==> config.mk <==
export PLATFORM = sky130hd
export DESIGN_NAME = memory_controller
export DESIGN_NICKNAME = d
export VERILOG_FILES = /design/src/rtl/memory_controller.sv
export SDC_FILE = /design/constraint.sdc
export NUM_CORES = 1
export LEC_CHECK = 0
export BUFFER_PORTS_ARGS = -buffer_cell sky130_fd_sc_hd__clkbuf_2
export CAP_MARGIN = 20
export CORE_MARGIN = 1.5
export CORE_UTILIZATION = 55
export DETAILED_ROUTE_END_ITERATION = 8
export MAX_ROUTING_LAYER = met4
export PLACE_DENSITY_LB_ADDON = 0.08
export SLEW_MARGIN = 20
export SYNTH_ARGS = -nofsm -noshare
export SYNTH_HDL_FRONTEND = slang
export SYNTH_SLANG_ARGS = --single-unit
==> constraint.sdc <==
create_clock -name main_clk -period 2.3 [get_ports main_clk]
set_clock_uncertainty 0.05 [all_clocks]
set_input_delay 0.115 -clock main_clk [delete_from_list [all_inputs] [get_ports main_clk]]
set_output_delay 0.115 -clock main_clk [all_outputs]
set_load 0.01 [all_outputs]
==> src/rtl/memory_controller.sv <==
// rtl/memory_controller.sv - byte-beat memory controller between the data path and a byte-wide synchronous RAM
module memory_controller #(
    parameter int WAIT_STATES = 1,
    parameter int ADDR_W      = 9
) (
    input  logic              main_clk,
    input  logic              reset,
    input  logic              MOV,
    input  logic              RW,
    input  logic [1:0]        DL,
    input  logic [ADDR_W-1:0] address,
    input  logic [31:0]       data_in,
    output logic [31:0]       data_out,
    output logic              MOC,
    output logic              align_err,
    output logic              mem_en,
    output logic              mem_we,
    output logic [ADDR_W-1:0] mem_addr,
    output logic [7:0]        mem_wdata,
    input  logic [7:0]        mem_rdata
);

    typedef enum logic [1:0] {IDLE, ACCESS, DONE} state_t;

    localparam logic [3:0] WS_LAST = 4'(WAIT_STATES);

    state_t             state_q, state_d;
    logic               rw_q, rw_d;
    logic [2:0]         nbeats_q, nbeats_d;
    logic [ADDR_W-1:0]  base_q, base_d;
    logic [31:0]        wdata_q, wdata_d;
    logic               align_q, align_d;
    logic [31:0]        asm_q, asm_d;
    logic [31:0]        dout_q, dout_d;
    logic [2:0]         beat_q, beat_d;
    logic [3:0]         wait_q, wait_d;

    // A beat is in progress while ACCESS has not yet consumed every beat; the
    // cycle after the last beat is a settle cycle with the RAM idle, during
    // which the assembled word is handed to data_out.
    logic       in_beat;
    logic [1:0] byte_sel;

    assign in_beat  = (state_q == ACCESS) && (beat_q != nbeats_q);
    assign byte_sel = 2'(nbeats_q - beat_q - 3'd1);

    // Next-state logic: request capture, beat/wait sequencing and read assembly
    always_comb begin
        state_d  = state_q;
        rw_d     = rw_q;
        nbeats_d = nbeats_q;
        base_d   = base_q;
        wdata_d  = wdata_q;
        align_d  = align_q;
        asm_d    = asm_q;
        dout_d   = dout_q;
        beat_d   = beat_q;
        wait_d   = wait_q;
        case (state_q)
            IDLE: begin
                if (MOV) begin
                    rw_d    = RW;
                    wdata_d = data_in;
                    asm_d   = '0;
                    beat_d  = '0;
                    wait_d  = '0;
                    state_d = ACCESS;
                    case (DL)
                        2'b00: begin
                            nbeats_d = 3'd1;
                            base_d   = address;
                            align_d  = 1'b0;
                        end
                        2'b01: begin
                            nbeats_d = 3'd2;
                            base_d   = {address[ADDR_W-1:1], 1'b0};
                            align_d  = address[0];
                        end
                        default: begin
                            nbeats_d = 3'd4;
                            base_d   = {address[ADDR_W-1:2], 2'b00};
                            align_d  = |address[1:0];
                        end
                    endcase
                end
            end
            ACCESS: begin
                if (in_beat) begin
                    if (wait_q == WS_LAST) begin
                        wait_d = '0;
                        beat_d = beat_q + 3'd1;
                        if (rw_q) begin
                            asm_d = {asm_q[23:0], mem_rdata};
                        end
                    end else begin
                        wait_d = wait_q + 4'd1;
                    end
                end else begin
                    state_d = DONE;
                    if (rw_q) begin
                        dout_d = asm_q;
                    end
                end
            end
            DONE: begin
                if (!MOV) begin
                    state_d = IDLE;
                end
            end
            default: state_d = IDLE;
        endcase
    end

    // State and datapath registers, cleared asynchronously
    always_ff @(posedge main_clk or negedge reset) begin
        if (!reset) begin
            state_q  <= IDLE;
            rw_q     <= 1'b0;
            nbeats_q <= '0;
            base_q   <= '0;
            wdata_q  <= '0;
            align_q  <= 1'b0;
            asm_q    <= '0;
            dout_q   <= '0;
            beat_q   <= '0;
            wait_q   <= '0;
        end else begin
            state_q  <= state_d;
            rw_q     <= rw_d;
            nbeats_q <= nbeats_d;
            base_q   <= base_d;
            wdata_q  <= wdata_d;
            align_q  <= align_d;
            asm_q    <= asm_d;
            dout_q   <= dout_d;
            beat_q   <= beat_d;
            wait_q   <= wait_d;
        end
    end

    // Outputs decode from registered state only, so reset drops them at once
    assign data_out  = dout_q;
    assign MOC       = (state_q == DONE);
    assign align_err = (state_q == DONE) && align_q;
    assign mem_en    = in_beat;
    assign mem_we    = in_beat && !rw_q;
    assign mem_addr  = in_beat ? (base_q + ADDR_W'(beat_q)) : '0;
    assign mem_wdata = (in_beat && !rw_q) ? wdata_q[8*byte_sel +: 8] : 8'h00;

endmodule

# Word-level counts from Yosys, hierarchy flattened
# Index checks and enable logic that the tools add are counted.
# W data, S select, Z words.
# word_totals
regBits,119
in_bits,55
output_inout_bits,53
# op_classes
addsub,5
eq_ne,11
n_shift,1
muxes,22
bitwise,1
reduce_logical,14
# op_table
cell,n
$mux W32,4
$pmux W32 S2,1
$shiftx A32 B6 Y8,1
$mux W4,3
$pmux W3 S2,2
$ne A2 B2 Y1 const B,5
$add A9 B3 Y9,1
$mux W3,3
$mux W9,1
$reduce_and A3 Y1,3
$mux W8,1
$pmux W4 S2,1
$mux W2,3
$pmux W2 S3,1
$reduce_and A5 Y1,1
$add A4 B1 Y4 const B,1
$eq A2 B1 Y1 const B,2
$eq A4 B1 Y1 const B,1
$logic_not A2 Y1,2
$pmux W2 S2,1
$reduce_and A4 Y1,1
$add A3 B1 Y3 const B,1
$logic_and A1 B1 Y1,3
$ne A3 B3 Y1,1
other kinds (10),10

# Longest topological paths before layout
# logic_depth
depth_word,4
ltp_mapped,9

# Worst setup path after synthesis
# Ideal clock, no wire load.
# synth_path
path_kind,register to register
start,register beat_q[0]
end,register asm_q[3]
setup_time_ps,76
t_arrival_ps,1877
path_slack_ps,296
path_stages_with_launch,10
path_buffers,2
period_less_slack_ps,2004
cell_sequence,dfrtp_1 inv_1 ha_1 inv_1 o31ai_4 inv_2 and3_1 buf_2 buf_2 o21ai_1
# synth_via
elab_chain_cells,4
# synth_lines
element,line_no,text
start: declaration,35,"logic [2:0] beat_q, beat_d;"
start signal: assignment,136,beat_q <= beat_d;
$ne A3 B3 Y1,44,assign in_beat = (state_q == ACCESS) && (beat_q != nbeats_q);
$logic_and A1 B1 Y1,44,
net mem_en,16,"output logic mem_en,"
$ne A2 B2 Y1 (no source line),n/a,
$reduce_and A5 Y1 (no source line),n/a,
end signal: assignment,134,asm_q <= asm_d;
end: declaration,33,"logic [31:0] asm_q, asm_d;"
# The timed path passes the listed nets, and every way through them passes these cells.
# A chain may end at the register's enable or synchronous reset.

# Final worst setup path
# layout_path
start,register beat_q[1]
end,output port mem_addr[7]
# layout_via
elab_chain_cells,3
elab_cells_between_ends,4
cone_classes,add/sub: 1; eq/ne: 1; mux: 1; reduce/logical: 1
# layout_lines
element,line_no,text
branches (longest 2 deep; another with $add A9 B3 Y9),n/a,
$mux W9 *,147,assign mem_addr = in_beat ? (base_q + ADDR_W'(beat_q)) : '0;
end: declaration,18,"output logic [ADDR_W-1:0] mem_addr,"
# Mark *: on every way between the ends.

==> qor.txt <==
Synthesized area = 0.00530 sq mm
Share of cells above drive strength 1 = 28.0%
Vias in the first global route = 4653
Clk buf depth = 2
Die height = 101 um
HP Class = in2async
Worst Path Max Fanout = 5
Sequential area share after synthesis = 56.2%
Cts bufs inserted = 17
Total power = 10400 uW
Total track usage = 29.3%
FF-to-FF Start = beat_q[0]
Type of the worst setup path = reg2out
Min Hold Slack = 0.113 ns
Most frequent cells in the layout = nand2_1, dfrtp_1, clkbuf_2
DR WL/cell = 16.6 um
First-pass GRT wire length = 22.3 mm
Synth top area cells = dfrtp_1, nand2_1, mux2_1
Total Negative Setup Slacks = -0.200 ns
Starting DRT DRC Count = 228
# clock sinks = 119
Clock latency on the worst-skew pair = 0.52 ns
Number of flops mapped to enable cells by yosys = 0
RSZ-0062 raised after global routing = true
CTS tree = yes
Io pins = 108
Failing checks = setup timing
Final WS setup = -0.0700 ns
WP buf/inv = 1
Slowest stage delay, CP = 0.46 ns
Area Overhead vs Synth = 42.7%
Routed Antenna Nets = 0
Status = finished with violations
Non-filler instance count after layout = 846
Post-synthesis cell count = 525
Critical path data arrival time = 2.21 ns
Worst path slowest cell = dfrtp_2
Synth Register Bits = 119
Grt ovf = 0
CP required = 2.13 ns
Total Wirelength = 14.0 mm
Die Wd = 101 um
Core area = 0.00928 sq mm
Diode count = 0
Async SR Flop Fraction = 100%
Final hold vios = 0
Vias per inst = 5.46
DR pass1 iterations = 5
Maximum VDD drop = 0.000921 V
Gpl congestion = 0.879
Worst-path cell chain = ha_1, a21o_1, a21oi_2, or3_4, a21oi_2, clkbuf_2
Setup crit end kind = output pin
Leak pwr = 0.00388 uW
Final HPWL DP = 7.63 mm
Ys Warns = 0
Delay-heaviest family, CP = flip-flops
Max-Cap Viols = 0
Crit path time final = 2.37 ns
Worst-Margin Slew = 0.621 ns
Avg Cell Area, Syn = 10.1 sq um
Core Rows = 35
PD cells = 1370 mW/mm^2
Nets@finish = 768
Most common cell after layout, fill and taps aside = nand2_1
Syn Nets = 588
Largest net degree at the start of global routing = 50
Startpoint Class = register
Port buffer count = 107
Final Max Slew Viols = 0
Post-synth top area cell = dfrtp_1
Final setup viols = 7
Initial Util = 57.0%
Yosys top cell area share = 56.2%
Dpl cells = 742
Most common cell type on the critical path = a21oi_2
Antenna violations before repair = 0
Final worst-path cycle share = 103%
Worst slew margin = 58.6%
Crit path launch = beat_q[1]
Die area = 0.0102 sq mm
Fillers = 591
Ys flop type = dfrtp_1
CTS H-Tree Depth = 4
Fmax = 0.422 GHz
Root buffer cell = clkbuf_8
Clock slew at reported path FFs = 0.06 ns
Synth unique cells = 42
DR DRC count = 0
Vias = 4623
-- kinds of logic (layout without fill, tap and decap cells) --
group / Yosys count / in the layout / share of synthesized area [%]
adder cells (fa/ha/maj): 8 / 8 / 2.03
buffers and inverters: 40 / 232 / 3.07
multiplexers: 52 / 52 / 10.6
AND/OR/NAND/NOR: 237 / 237 / 18.8
AO/OA/AOI/OAI: 61 / 61 / 7.66
XOR/XNOR: 8 / 8 / 1.61
flip-flops: 119 / 119 / 56.2
-- synth_stat cells, types with 4 or more instances --
| cell | number |
|---|---|
| nand3_1 | 35 |
| a21oi_1 | 5 |
| ha_1 | 7 |
| dfrtp_1 | 119 |
| xor2_1 | 5 |
| buf_2 | 7 |
| clkbuf_1 | 26 |
| mux2i_1 | 20 |
| o22ai_1 | 37 |
| nand4_1 | 4 |
| nand2_1 | 172 |
| nor2_1 | 9 |
| inv_1 | 5 |
| mux2_1 | 32 |
-- cell type report --
type,instances,area (sq um),share of cell area (%)
sequential,119,2980,39.5
tap,129,161,2.14
clock inverter,12,175,2.32
clock buffer,19,442,5.84
multi-input combinational,366,2300,30.4
inverter,6,22.5,0.298
timing repair buffer,195,1480,19.5
-- report_power, final --
part	internal, uW	switching, uW
registers	2780	526
clock network	1810	967
logic	1990	2300
-- registers in the layout, indices dropped and copies added (netlist names) --
name      count
base_q        9
beat_q        3
state_q       2
rw_q          1
data_out     32
wait_q        4
nbeats_q      3
asm_q        32
align_q       1
wdata_q      32
-- worst reg2reg max path, stage by stage (launching register included) --
cell	delay, ns
dfrtp_2	0.41
inv_2	0.07
ha_4	0.27
inv_2	0.06
o31ai_4	0.37
inv_2	0.12
buf_4	0.17
and3_1	0.17
buf_4	0.21
o32ai_1	0.23
-- worst paths after layout --
check                                to  slack, ns  cells after the start
setup / recovery            mem_addr[7]      -0.07                      6
hold / removal             data_out[29]       0.11                      2
setup reg to reg               asm_q[6]       0.09                      9
hold reg to reg             wdata_q[14]       0.43                      2
max in group asynchronous     asm_q[20]       1.29                      3
min in group main_clk         base_q[3]       0.27                      4
-- per-layer routing --
metal	global-route usage, %	up-vias	wire, um
li1	-	2155	-
met1	34.9	2282	5470
met2	49.4	158	7490
met3	5.48	28	716
met4	11.6	0	340
met5	-	-	0
-- what timing repair did --
action | 4_1_cts | 5_1_grt
hold buffers | 56 | 0
endpoints found under the setup margin | 15 | 17
resized for setup | 14 | 21
gates cloned | 1 | 2
setup buffers | 9 | 5
pin swaps | 12 | 10
hold endpoints to repair | 102 | 0
-- per-stage QoR --
step	util, %	cell area [sq um]	setup WS [ns]
floorplan	-	5300	0.296
global placement	65.1	6040	0.319
detailed placement	65.1	6040	0.249
CTS	79.6	7390	-0.0318
global route	81.4	7560	-0.160
finish	81.4	7560	-0.0700
(Power assumes the default switching activity.)
